[config.mk]
export PLATFORM = sky130hd
export DESIGN_NAME = vga_line_reader_flat
export DESIGN_NICKNAME = d
export VERILOG_FILES = /design/src/rtl/vga_pkg.sv /design/src/rtl/vga_line_reader_if.sv /design/src/rtl/vga_line_reader_rd_skid_fifo.sv /design/src/rtl/vga_line_reader.sv /design/src/flat_wrapper.sv
export SDC_FILE = /design/constraint.sdc
export NUM_CORES = 1
export LEC_CHECK = 0
export BUFFER_PORTS_ARGS = -buffer_cell sky130_fd_sc_hd__buf_2
export CAP_MARGIN = 15
export CORE_ASPECT_RATIO = 0.5
export CORE_MARGIN = 8
export CORE_UTILIZATION = 50
export CTS_CLUSTER_SIZE = 8
export DETAILED_ROUTE_END_ITERATION = 8
export PLACE_DENSITY = 0.73
export SYNTH_ARGS = -nofsm -noshare
export SYNTH_HDL_FRONTEND = slang
export SYNTH_HIERARCHICAL = 1
export SYNTH_SLANG_ARGS = --single-unit
[constraint.sdc]
create_clock -name clk -period 4.2 [get_ports clk]
set_input_delay 0.42 -clock clk [delete_from_list [all_inputs] [get_ports clk]]
set_output_delay 0.42 -clock clk [all_outputs]
set_load 0.005 [all_outputs]
[src/rtl/vga_pkg.sv]
// Shared types and helpers for the VGA storage read engine.
package vga_pkg;

    localparam int unsigned DW_PIX = 24;

    typedef enum logic [1:0] {
        IDLE,
        ISSUE,
        DRAIN
    } rd_state_t;

    // Final burst index N-1 for N = 2^min(sel, maw)
    function automatic int unsigned burst_max(input logic [3:0] sel, input int unsigned maw);
        int unsigned s;
        s = (32'(sel) > maw) ? maw : 32'(sel);
        return (32'd1 << s) - 32'd1;
    endfunction

endpackage

[src/rtl/vga_line_reader_if.sv]
// Pixel stream toward the scan-out pipeline (valid/ready with last marker).
interface vga_line_reader_if
    import vga_pkg::*;
#(
    parameter int unsigned DW = DW_PIX
);
    logic [DW-1:0] pix_data;
    logic          pix_valid;
    logic          pix_ready;
    logic          pix_last;

    modport master (
        output pix_data,
        output pix_valid,
        output pix_last,
        input  pix_ready
    );

    modport slave (
        input  pix_data,
        input  pix_valid,
        input  pix_last,
        output pix_ready
    );
endinterface

[src/rtl/vga_line_reader_rd_skid_fifo.sv]
// First-word-fall-through FIFO with occupancy count; buffers RAM read data.
module rd_skid_fifo #(
    parameter int unsigned DW    = 25,
    parameter int unsigned DEPTH = 3
) (
    input  logic                         clk,
    input  logic                         rst,
    input  logic                         push,
    input  logic [DW-1:0]                push_data,
    input  logic                         pop,
    output logic [DW-1:0]                head_data,
    output logic                         empty,
    output logic [$clog2(DEPTH+1)-1:0]   count
);
    localparam int unsigned AW = (DEPTH > 1) ? $clog2(DEPTH) : 1;
    localparam int unsigned CW = $clog2(DEPTH + 1);

    logic [DW-1:0] mem [DEPTH];
    logic [AW-1:0] wr_ptr;
    logic [AW-1:0] rd_ptr;

    function automatic logic [AW-1:0] ptr_inc(input logic [AW-1:0] p);
        return (p == AW'(DEPTH - 1)) ? '0 : p + AW'(1);
    endfunction

    assign head_data = mem[rd_ptr];
    assign empty     = (count == '0);

    // Storage, pointers and occupancy; the caller never pushes when full or pops when empty
    always_ff @(posedge clk or posedge rst) begin
        if (rst) begin
            mem    <= '{default: '0};
            wr_ptr <= '0;
            rd_ptr <= '0;
            count  <= '0;
        end else begin
            if (push) begin
                mem[wr_ptr] <= push_data;
                wr_ptr      <= ptr_inc(wr_ptr);
            end
            if (pop) begin
                rd_ptr <= ptr_inc(rd_ptr);
            end
            case ({push, pop})
                2'b10:   count <= count + CW'(1);
                2'b01:   count <= count - CW'(1);
                default: count <= count;
            endcase
        end
    end
endmodule

[src/rtl/vga_line_reader.sv]
// Read-side engine for the VGA storage RAM: sweeps addresses 0..N-1 and streams
// the fixed-latency read data out with full backpressure.
module vga_line_reader
    import vga_pkg::*;
#(
    parameter int unsigned MAW    = 10,
    parameter int unsigned RD_LAT = 2,
    parameter int unsigned DW     = DW_PIX
) (
    input  logic              clk,
    input  logic              rst,
    input  logic              rd_start,
    input  logic [3:0]        sel_addr_wth,
    output logic [MAW-1:0]    rd_vga_addr,
    input  logic [DW-1:0]     q_a,
    vga_line_reader_if.master pix,
    output logic              busy,
    output logic              done
);
    localparam int unsigned DEPTH = RD_LAT + 1;
    localparam int unsigned CW    = $clog2(DEPTH + 1);

    rd_state_t         state;
    logic [MAW-1:0]    max_addr;
    logic [MAW-1:0]    issue_cnt;
    logic [RD_LAT-1:0] vpipe;
    logic [RD_LAT-1:0] lpipe;
    logic [CW-1:0]     fifo_count;
    logic              fifo_empty;
    logic [DW:0]       head;
    logic              push;
    logic              pop;
    logic              can_issue;
    logic              issue;
    int unsigned       occupancy;

    assign push          = vpipe[RD_LAT-1];
    assign pop           = pix.pix_valid & pix.pix_ready;
    assign pix.pix_valid = ~fifo_empty;
    assign pix.pix_data  = head[DW-1:0];
    assign pix.pix_last  = ~fifo_empty & head[DW];

    // Credit check: buffered plus in-flight words, a same-cycle pop frees one slot
    always_comb begin
        occupancy = 32'(fifo_count) + unsigned'($countones(vpipe)) - 32'(pop);
        can_issue = (occupancy < DEPTH);
        issue     = (state == ISSUE) && can_issue;
    end

    // Burst control: latch length, issue addresses under credit, finish on last accept
    always_ff @(posedge clk or posedge rst) begin
        if (rst) begin
            state       <= IDLE;
            max_addr    <= '0;
            issue_cnt   <= '0;
            rd_vga_addr <= '0;
            busy        <= 1'b0;
            done        <= 1'b0;
        end else begin
            done <= 1'b0;
            case (state)
                IDLE: begin
                    if (rd_start) begin
                        max_addr  <= MAW'(burst_max(sel_addr_wth, MAW));
                        issue_cnt <= '0;
                        busy      <= 1'b1;
                        state     <= ISSUE;
                    end
                end
                ISSUE: begin
                    if (can_issue) begin
                        rd_vga_addr <= issue_cnt;
                        issue_cnt   <= issue_cnt + MAW'(1);
                        if (issue_cnt == max_addr) begin
                            state <= DRAIN;
                        end
                    end
                end
                DRAIN: begin
                    if (pop && head[DW] && (vpipe == '0)) begin
                        busy  <= 1'b0;
                        done  <= 1'b1;
                        state <= IDLE;
                    end
                end
                default: state <= IDLE;
            endcase
        end
    end

    // Issue-valid and last-flag delay line matching the RAM read latency
    always_ff @(posedge clk or posedge rst) begin
        if (rst) begin
            vpipe <= '0;
            lpipe <= '0;
        end else begin
            vpipe <= (vpipe << 1) | RD_LAT'(issue);
            lpipe <= (lpipe << 1) | RD_LAT'(issue && (issue_cnt == max_addr));
        end
    end

    rd_skid_fifo #(
        .DW    (DW + 1),
        .DEPTH (DEPTH)
    ) u_fifo (
        .clk       (clk),
        .rst       (rst),
        .push      (push),
        .push_data ({lpipe[RD_LAT-1], q_a}),
        .pop       (pop),
        .head_data (head),
        .empty     (fifo_empty),
        .count     (fifo_count)
    );
endmodule

[src/flat_wrapper.sv]
// flat-port wrapper written by rule: the top's interface ports become plain ports
module vga_line_reader_flat import vga_pkg::*;
#(
    parameter int unsigned MAW    = 10,
    parameter int unsigned RD_LAT = 2,
    parameter int unsigned DW     = DW_PIX
)
  (clk, rst, rd_start, sel_addr_wth, rd_vga_addr, q_a, busy, done, pix_pix_data, pix_pix_valid, pix_pix_last, pix_pix_ready);
  vga_line_reader_if #(.DW(DW)) pix_i ();
  input  logic clk;
  input  logic rst;
  input  logic rd_start;
  input  logic [3:0] sel_addr_wth;
  output logic [MAW-1:0] rd_vga_addr;
  input  logic [DW-1:0] q_a;
  output logic busy;
  output logic done;
  output wire logic [$bits(pix_i.pix_data)-1:0] pix_pix_data;
  output wire logic [$bits(pix_i.pix_valid)-1:0] pix_pix_valid;
  output wire logic [$bits(pix_i.pix_last)-1:0] pix_pix_last;
  input wire logic [$bits(pix_i.pix_ready)-1:0] pix_pix_ready;
  assign pix_pix_data = pix_i.pix_data;
  assign pix_pix_valid = pix_i.pix_valid;
  assign pix_pix_last = pix_i.pix_last;
  assign pix_i.pix_ready = pix_pix_ready;
  vga_line_reader #(.MAW(MAW), .RD_LAT(RD_LAT), .DW(DW)) u_core (.clk(clk), .rst(rst), .rd_start(rd_start), .sel_addr_wth(sel_addr_wth), .rd_vga_addr(rd_vga_addr), .q_a(q_a), .pix(pix_i), .busy(busy), .done(done));
endmodule
==> results of run 1 <==
cells in the final DEF, fill, tap and decap left out, types with 5 or more instances in the layout:
cell type	Yosys	layout
a21oi_1	13	13
buf_2	10	69
buf_4	0	8
clkbuf_1	15	5
clkbuf_16	0	17
clkbuf_8	0	5
dfrtp_1	119	118
ha_1	6	6
inv_1	15	14
mux2_2	55	55
mux2_4	20	20
mux2i_1	27	27
nand2_1	67	67
nand3_1	6	6
nor2_1	13	13
o21ai_0	24	24
o22ai_1	13	13
o31ai_1	6	6
or4_1	6	6
xor2_1	12	12
power groups by stage:
stage / clock [mW] / combinational (mW) / sequential (mW)
final: 1.34 / 1.97 / 2.00
after global routing: 1.43 / 2.21 / 2.07
after CTS: 1.38 / 2.00 / 2.00
after detailed placement: 0 / 1.98 / 2.00
after global placement: 0 / 1.92 / 1.99
after floorplan: 0 / 1.51 / 1.89
synthesized netlist by cell type:
cell,count,area share (%)
nor3b_1,1,0.14
a21o_1,2,0.27
clkbuf_1,15,1.0
a2111oi_0,1,0.16
and2_1,1,0.11
o31ai_1,6,0.81
dfrtp_1,119,54
a31oi_1,1,0.11
nand3_1,6,0.54
inv_2,1,0.067
nor3_4,1,0.29
a2111o_1,1,0.20
nand3b_1,2,0.27
buf_2,10,0.90
a21oi_1,13,1.2
nor2_1,13,0.88
and4_1,1,0.16
nand2_1,67,4.5
nor2b_1,4,0.45
nor4_1,1,0.11
mux2_2,55,11
or4_1,6,0.81
buf_6,2,0.41
o21ai_0,24,2.2
xnor2_1,3,0.47
nor4b_1,2,0.32
mux2i_1,27,4.9
inv_1,15,1.0
mux2_4,20,5.4
xor2_1,12,1.9
fa_1,2,0.72
o311ai_0,1,0.16
or3_1,1,0.11
o211ai_1,3,0.41
buf_1,1,0.067
nor3_1,2,0.18
o21a_1,3,0.41
ha_1,6,1.4
nand4_1,4,0.45
nand2b_1,4,0.45
o22ai_1,13,1.5
layer usage:
layer | track usage [%] | vias to the layer above
met1 | 20.33 | 1878
met4 | 5.812 | 0
met2 | 26.76 | 53
met3 | 5.005 | 11
li1 | - | 1786
met5 | 0 | -
logic make-up after synthesis:
kind of cell               Yosys count  share of synthesized area (%)
xor gates and xnor gates            15                          2.364
and+or+nand+nor                    116                          9.793
adders and majority gates            8                          2.071
buffers and inverters               44                          3.467
muxes                              102                          21.41
DFF                                119                          53.58
AOI/OAI and AO/OA                   68                          7.317
sequential cells by signal (all words and copies together), names as in the netlist, 2 cells and up:
register              cells
u_core/lpipe              2
u_core/u_fifo/wr_ptr      2
u_core/u_fifo/count       2
u_core/issue_cnt         10
u_core/rd_vga_addr       10
u_core/max_addr          10
u_core/u_fifo/rd_ptr      2
u_core/vpipe              2
u_core/state              2
u_core/u_fifo/mem        75
per-stage QoR:
step	area (um^2)	std cells	setup slack [ns]	utilization, %	total power [mW]
after floorplan	5558	472	0.9942	-	3.402
after global placement	6015	666	0.5888	55.12	3.911
after detailed placement	6015	666	0.4753	55.12	3.987
after CTS	6568	696	0.4445	60.19	5.376
after global routing	6568	696	0.1650	60.19	5.711
final	6568	696	0.4474	60.19	5.311
worst max-delay path: cells and delay by family, from the launching register on:
kind	cells	cell delay (ns)
fa+ha+maj	3	1.09
simple gates	3	0.60
mux	1	0.14
xor+xnor	1	0.16
buf+inv	1	0.44
flops	1	0.46
compound gates	1	0.72
how the worst max path moves through the flow:
stage | end | cells past startpoint
3_3_place_gp | u_core/issue_cnt[4] | 10
6_report | u_core/issue_cnt[4] | 10
4_1_cts | u_core/issue_cnt[4] | 10
2_1_floorplan | u_core/issue_cnt[7] | 10
3_5_place_dp | u_core/issue_cnt[4] | 10
5_1_grt | u_core/issue_cnt[4] | 10
final cells by class:
class	instances	area, um^2
clock buffers	27	513.0
clock inverters	3	40.04
fillers	906	4344
inverters	16	61.31
multi-input cells	309	2387
flip-flops and latches	119	2979
well taps	145	181.4
repair buffers	77	405.4
==> flow_summary.yaml, run 1 <==
placed_design:
  globalplace.congestion: 0.8020
  placement.io_buffers: 69
  dpl.hpwl_um: 7452
cts:
  tritoncts.num_buffers: 17
  tritoncts: "done"
  cts-htree-levels: 4
  cts_repair_resize_count: 0
  post_cts_hold_buffer_count: 0
  cts-root-to-sink-buffers: 2
  clkLatencyLatePin_ns: 0.40
  clock_sinks: 119
  clock_transition_at_the_registers_of_the_reported_paths_ns: 0.05
  post_cts.repair.setup_buffers: 0
  cts.root.buffer_cell: "clkbuf_16"
drt:
  met1_length_um: 5120
  met2WireLength_um: 5607
  vias: 3728
  viasPerCell: 5.356
  routed.top_layer: "met4"
  number_of_nets_with_antenna_violations_after_detailed_routing: 0
  wl_met3_um: 463
  totalWireLength_um: 11320
  length_of_the_first_detailed_routing_pass_in_iterations: 4
  wl_per_cell_um: 16.26
  first_iter_violations: 231
  drc_errors: 0
timing:
  final_hold_viol_count: 0
  finalWorstPathRequiredPeriod_ns: 3.753
  finClkSkew_ns: 0.01020
  drv_slew: 0
  fin_setup_tns_ns: 0
  worst_pin_slew_ns: 0.7856
  timing.slew.headroom_pct: 47.63
  finalSetupViolCount: 0
  hold_slack_ns: 0.1271
  grt_setup_unrepaired: "no"
  layout_worst_path_cycle_share_pct: 89.35
  fmaxAchievable_ghz: 0.2665
setup_path:
  worst_r2r_setup_slack_ns: 0.45
  cp_max_fo: 28
  slowest_stage: "a2111o_1"
  setup.worst_path.start: "u_core/u_fifo/count[1]"
  slowest_delay_ns: 0.72
  worst_ep_required_time_ns: 4.48
  cp_data_arrival_time_ns: 4.03
  rr_worst_depth: 10
  rr_startpoint: "u_core/u_fifo/count[1]"
  critical_path_endpoint_category: "register"
  most_used_cell_along_the_critical_path: "fa_1"
  critical_path.startpoint_type: "register"
  crit_chain: "nor2_1, nor2b_1, ha_1, fa_1, fa_1, xor2_1, a2111o_1, inv_1, nand4_1, mux2i_1"
  critPathKind: "register to register"
  critical_r2r_capture: "u_core/issue_cnt[4]"
global_route:
  gr-total-overflow: 0
  antenna_found_initial: 0
  grtUsageTotal_pct: 16.45
  grt_pass1_vias: 4014
  wire_length_of_the_first_global_routing_pass_um: 19790
  grt_start_max_net_pins: 43
synthesis:
  syn-cell-area_um2: 5558
  synth.net_count: 512
  yosysSeqAreaShare_pct: 53.58
  synth_warnings: 6
  flip_flop_and_latch_count_after_synthesis: 119
  synth.avg_cell_area_um2: 11.78
  yosys.cell_types.count: 41
  netlist_instances: 472
cells_and_area:
  drive_gt1_share_pct: 32.85
  fin_nets: 580
  growth_of_design_area_from_synthesis_to_finish_pct: 18.17
  num_antenna_cells: 0
power_and_ir_drop:
  power.share.combinational_pct: 37.1
  power.share.sequential_pct: 37.6
  cellInternalPower_mw: 3.523
  power_per_cell_area_nw_per_um2: 808.6
  switching_share_pct: 33.66
  power_dissipated_by_switching_net_loads_mw: 1.788
  clockPowerShare_pct: 25.3
  p_leak_nw: 3.095
  ir_worst_vdd_mv: 0.2963
floorplan:
  die_w_um: 165.1
  placeableCoreArea_um2: 10910
  die_height_um: 90.55
  rows: 27
  start_util_pct: 50.93
  io-pin-count: 70
  floorplan.die_area_um2: 14950
run_status:
  status: "completed"
worst_hold_path:
  min_path_type: "primary input to asynchronous set/reset pin"
flow_run:
  drv_cap: 0
Power figures use the tool's default switching activity.
==> run 2: changes to the inputs <==
- BUFFER_PORTS_ARGS: -buffer_cell sky130_fd_sc_hd__buf_2 -> unset
- DONT_BUFFER_PORTS: unset -> 1
- PLACE_DENSITY: 0.73 -> 0.68
- clock period: 4.2 -> 3.6 ns (I/O delays scaled with it)
==> flow_summary.yaml, run 2 (synthesis gave the netlist of run 1 again) <==
cells_and_area:
  top_reg_by_flops: "u_core/u_fifo/mem"
  fin_nets: 514
  largest_register_ffs: 75
  mostFrequentLayoutCell: "dfrtp_1"
  commonest_non_fill_non_tap_cells_in_the_layout: "dfrtp_1 (118), nand2_1 (67), mux2_2 (55)"
  fin_cells: 629
  growth_of_design_area_from_synthesis_to_finish_pct: 12.22
  drive_gt1_share_pct: 23.97
  fin_area_um2: 6237
  num_antenna_cells: 0
floorplan:
  die_w_um: 165.1
  floorplan.die_area_um2: 14950
  die_height_um: 90.55
  io-pin-count: 70
  rows: 27
  placeableCoreArea_um2: 10910
  start_util_pct: 50.93
timing:
  finalSetupViolCount: 0
  layout_setup_ws_ns: 0.1589
  timing.slew.headroom_pct: 34.62
  finalWorstPathRequiredPeriod_ns: 3.441
  grt_setup_unrepaired: "no"
  final_hold_viol_count: 0
  fmaxAchievable_ghz: 0.2906
  drv_slew: 0
  layout_worst_path_cycle_share_pct: 95.59
  finClkSkew_ns: 0.006700
  fin_setup_tns_ns: 0
  worst_pin_slew_ns: 0.9808
cts:
  clock_transition_at_the_registers_of_the_reported_paths_ns: 0.05
  cts.root.buffer_cell: "clkbuf_16"
  tritoncts.num_buffers: 17
  cts-root-to-sink-buffers: 2
  tritoncts: "done"
  post_cts.repair.setup_buffers: 0
  clock_sinks: 119
  cts-htree-levels: 4
  clkLatencyLatePin_ns: 0.40
setup_path:
  cp_data_arrival_time_ns: 3.75
  slowest_stage: "a2111o_2"
  crit_chain: "nor2_1, nor2b_1, ha_1, fa_1, fa_1, xor2_1, a2111o_2, or4_1, a21oi_1"
  worst_ep_required_time_ns: 3.91
  cp_max_fo: 19
  critical_path.startpoint_type: "register"
  most_used_cell_along_the_critical_path: "fa_1"
  critical_path_endpoint_category: "register"
  critPathKind: "register to register"
  slowest_delay_ns: 0.61
global_route:
  wire_length_of_the_first_global_routing_pass_um: 18360
  grt_pass1_vias: 3479
  grt_start_max_net_pins: 57
  grtUsageTotal_pct: 15.41
  antenna_found_initial: 0
  gr-total-overflow: 0
placed_design:
  dpl.hpwl_um: 7184
  dp_cells: 599
  placement.cell_area_um2: 5685
  detailedPlace.worstSlack_ns: 0.1334
  placement.io_buffers: 0
  globalplace.congestion: 0.7335
drt:
  number_of_nets_with_antenna_violations_after_detailed_routing: 0
  totalWireLength_um: 10960
  length_of_the_first_detailed_routing_pass_in_iterations: 4
  first_iter_violations: 227
  viasPerCell: 5.514
  vias: 3468
  drc_errors: 0
  wl_per_cell_um: 17.43
run_status:
  status: "completed"
worst_hold_path:
  min_path_type: "primary input to asynchronous set/reset pin"
power_and_ir_drop:
  power_per_cell_area_nw_per_um2: 957.2
  ir_worst_vdd_mv: 0.4006
  p_leak_nw: 2.811
flow_run:
  drv_cap: 0
run 2: cell count changes in the layout (fill, tap and decap cells not counted), sizes merged:
cell | before | now
buf | 77 | 10
clkbuf | 27 | 25
clkinv | 3 | 4
dlygate4sd3 | 0 | 1
run 2: through the flow:
step	power, mW	util (%)	hold WS (ns)
floorplan	3.969	-	0.3312
global placement	4.388	52.10	0.2290
detailed placement	4.467	52.10	0.2371
CTS	6.036	57.15	0.06267
global route	6.390	57.16	0.06823
finish	5.970	57.16	0.04194
run 2: worst max-delay path: cells and delay by family, from the launching register on:
kind,cells,cell delay [ns]
AOI/OAI and AO/OA,2,0.79
xor gates and xnor gates,1,0.17
and+or+nand+nor,3,0.86
adders and majority gates,3,1.09
DFF,1,0.46
run 2: timing repair:
item | CTS | global route
endpoints found under the setup margin | 0 | 2
endpoints found under the hold margin | 8 | 0
hold buffers | 1 | 0
gates resized for setup | 0 | 1
run 2: final timing paths:
| kind | from | to | slack (ns) | cells past startpoint |
|---|---|---|---|---|
| worst max-delay path | u_core/u_fifo/count[1] | u_core/issue_cnt[7] | 0.16 | 9 |
| worst min-delay path | rst | u_core/u_fifo/mem[2] | 0.04 | 1 |
| worst max register to register | u_core/u_fifo/count[1] | u_core/issue_cnt[7] | 0.16 | 9 |
| worst min register to register | u_core/lpipe[0] | u_core/lpipe[1] | 0.35 | 0 |
| max in group asynchronous | rst | u_core/max_addr[9] | 2.52 | 3 |
| min in group clk | sel_addr_wth[3] | u_core/max_addr[7] | 0.07 | 2 |
run 2: per-layer routing:
| layer | share of wire [%] | up-vias | GRT usage (%) |
|---|---|---|---|
| li1 | - | 1646 | - |
| met1 | 46 | 1765 | 19.65 |
| met2 | 49 | 50 | 24.73 |
| met3 | 4.3 | 7 | 4.322 |
| met4 | 0.75 | 0 | 5.142 |
| met5 | 0 | - | 0 |
run 2: cell type report:
cell class | instances | area (um^2)
clock buffer | 25 | 495.5
clock inverter | 4 | 45.04
fill | 930 | 4674
inverter | 16 | 61.31
multi-input combinational | 309 | 2390
sequential | 119 | 2979
tap | 145 | 181.4
timing repair buffer | 11 | 85.08
run 2: where the power goes:
| part | total, mW | internal (mW) | switching [mW] |
|---|---|---|---|
| Combinational | 2.12 | 1.03 | 1.09 |
| Sequential | 2.32 | 1.93 | 0.392 |
| Clock | 1.54 | 1.01 | 0.530 |
| Total | 5.97 | 3.96 | 2.01 |
==> run 3: changes to the inputs <==
- PLACE_DENSITY: 0.68 -> 0.71
- clock period: 3.6 -> 3 ns (I/O delays scaled with it)
==> flow_summary.yaml, run 3 (synthesis gave the netlist of run 1 again) <==
placed_design:
  placement.io_buffers: 0
  globalplace.congestion: 0.7952
  dpl.hpwl_um: 7387
  dp_cells: 608
cts:
  cts-htree-levels: 4
  tritoncts.num_buffers: 17
  clock_sinks: 119
  cts-root-to-sink-buffers: 2
  clkLatencyLatePin_ns: 0.41
  cts.root.buffer_cell: "clkbuf_16"
  clock_transition_at_the_registers_of_the_reported_paths_ns: 0.06
  tritoncts: "done"
power_and_ir_drop:
  clockPowerShare_pct: 27.1
  power_per_cell_area_nw_per_um2: 1180
  power.share.combinational_pct: 36.9
  p_leak_nw: 2.892
  ir_worst_vdd_mv: 0.4676
  switching_share_pct: 34.00
  power.share.sequential_pct: 36.0
  cellInternalPower_mw: 5.028
  power_dissipated_by_switching_net_loads_mw: 2.590
  finalPower_mw: 7.618
global_route:
  grt_start_max_net_pins: 48
  wire_length_of_the_first_global_routing_pass_um: 19860
  antenna_found_initial: 0
  gr-total-overflow: 0
  grtUsageTotal_pct: 16.57
  grt_pass1_vias: 3827
setup_path:
  slowest_stage: "fa_2"
  critPathBufInv: 0
  worst_ep_required_time_ns: 3.32
  critical-path-top-delay-family: "adder cells"
  critical_path_endpoint_category: "register"
  crit_chain: "nor2_4, nor2b_4, ha_4, fa_2, fa_2, nor2_1, a2111o_1, or4_1, a21oi_1"
  slowest_delay_ns: 0.52
  cp_max_fo: 6
  critical_path.startpoint_type: "register"
  most_used_cell_along_the_critical_path: "fa_2"
  cp_data_arrival_time_ns: 3.21
  critPathKind: "register to register"
cells_and_area:
  commonest_non_fill_non_tap_cells_in_the_layout: "dfrtp_1 (117), nand2_1 (67), mux2_2 (55)"
  largest_register_ffs: 75
  num_antenna_cells: 0
  number_of_filler_cells_placed_in_the_layout: 883
  register_area_um2: 2980
  fin_cells: 643
  layout.core_utilization_pct: 59.14
  fin_nets: 526
  growth_of_design_area_from_synthesis_to_finish_pct: 16.12
  drive_gt1_share_pct: 28.51
  multi_input_area_um2: 2451
  top_reg_by_flops: "u_core/u_fifo/mem"
  mostFrequentLayoutCell: "dfrtp_1"
drt:
  wl_per_cell_um: 17.75
  vias: 3543
  totalWireLength_um: 11410
  first_iter_violations: 238
  drc_errors: 0
  number_of_nets_with_antenna_violations_after_detailed_routing: 0
  length_of_the_first_detailed_routing_pass_in_iterations: 4
  viasPerCell: 5.510
timing:
  timing.slew.headroom_pct: 42.29
  final_hold_viol_count: 0
  finClkSkew_ns: 0.008332
  hold_slack_ns: 0.03610
  finalSetupViolCount: 0
  fmaxAchievable_ghz: 0.3461
  worst_pin_slew_ns: 0.8657
  layout_worst_path_cycle_share_pct: 96.32
  fin_setup_tns_ns: 0
  finalWorstPathRequiredPeriod_ns: 2.890
  drv_slew: 0
floorplan:
  die_w_um: 165.1
  die_height_um: 90.55
  placeableCoreArea_um2: 10910
  io-pin-count: 70
  rows: 27
  start_util_pct: 50.93
  floorplan.die_area_um2: 14950
flow_run:
  drv_cap: 0
worst_hold_path:
  min_path_type: "primary input to register"
run_status:
  status: "completed"
run 3: per-stage QoR:
step                cell area (um^2)  setup WS [ns]
finish                          6454         0.1104
global route                    6454       -0.01320
CTS                             6422        0.03566
detailed placement              5786       -0.03811
global placement                5786        0.01369
floorplan                       5594        0.03096
run 3: power groups by stage:
stage	combinational, mW	sequential (mW)	clock [mW]
floorplan	2.16	2.65	0
global placement	2.66	2.74	0
global route	3.11	2.84	2.19
finish	2.81	2.75	2.06
CTS	2.81	2.75	2.12
detailed placement	2.74	2.77	0
run 3: area by class of cell:
cell class	instances	area share (%)
flip-flops and latches	119	46.18
multi-input cells	310	37.98
clock buffers	19	7.018
well taps	145	2.811
repair buffers	22	2.695
clock inverters	12	2.365
inverters	16	0.9500
run 3: timing repair:
| item | in CTS | in global routing |
|---|---|---|
| cloned | 1 | 0 |
| pin swaps | 1 | 5 |
| setup buffers | 0 | 1 |
| hold endpoints to repair | 49 | 0 |
| setup endpoints to repair | 8 | 17 |
| gates resized for setup | 0 | 7 |
| hold buffers | 2 | 0 |
run 3: final timing paths:
path / startpoint / end / slack, ns / cells past startpoint
max: u_core/u_fifo/count[0] / u_core/issue_cnt[3] / 0.11 / 9
min: q_a[1] / u_core/u_fifo/mem[1] / 0.04 / 1
max reg2reg: u_core/u_fifo/count[0] / u_core/issue_cnt[3] / 0.11 / 9
min reg2reg: u_core/lpipe[0] / u_core/lpipe[1] / 0.35 / 0
max in group asynchronous: rst / u_core/u_fifo/mem[4] / 1.74 / 3
min in group asynchronous: rst / u_core/lpipe[0] / 0.26 / 2
run 3: routing by layer:
layer / track usage (%) / vias to the layer above / part of all wire (%)
met5: 0 / - / 0
met1: 20.02 / 1792 / 45
met2: 27.09 / 56 / 49
met3: 5.778 / 12 / 4.7
met4: 5.514 / 0 / 1.0
li1: - / 1683 / -
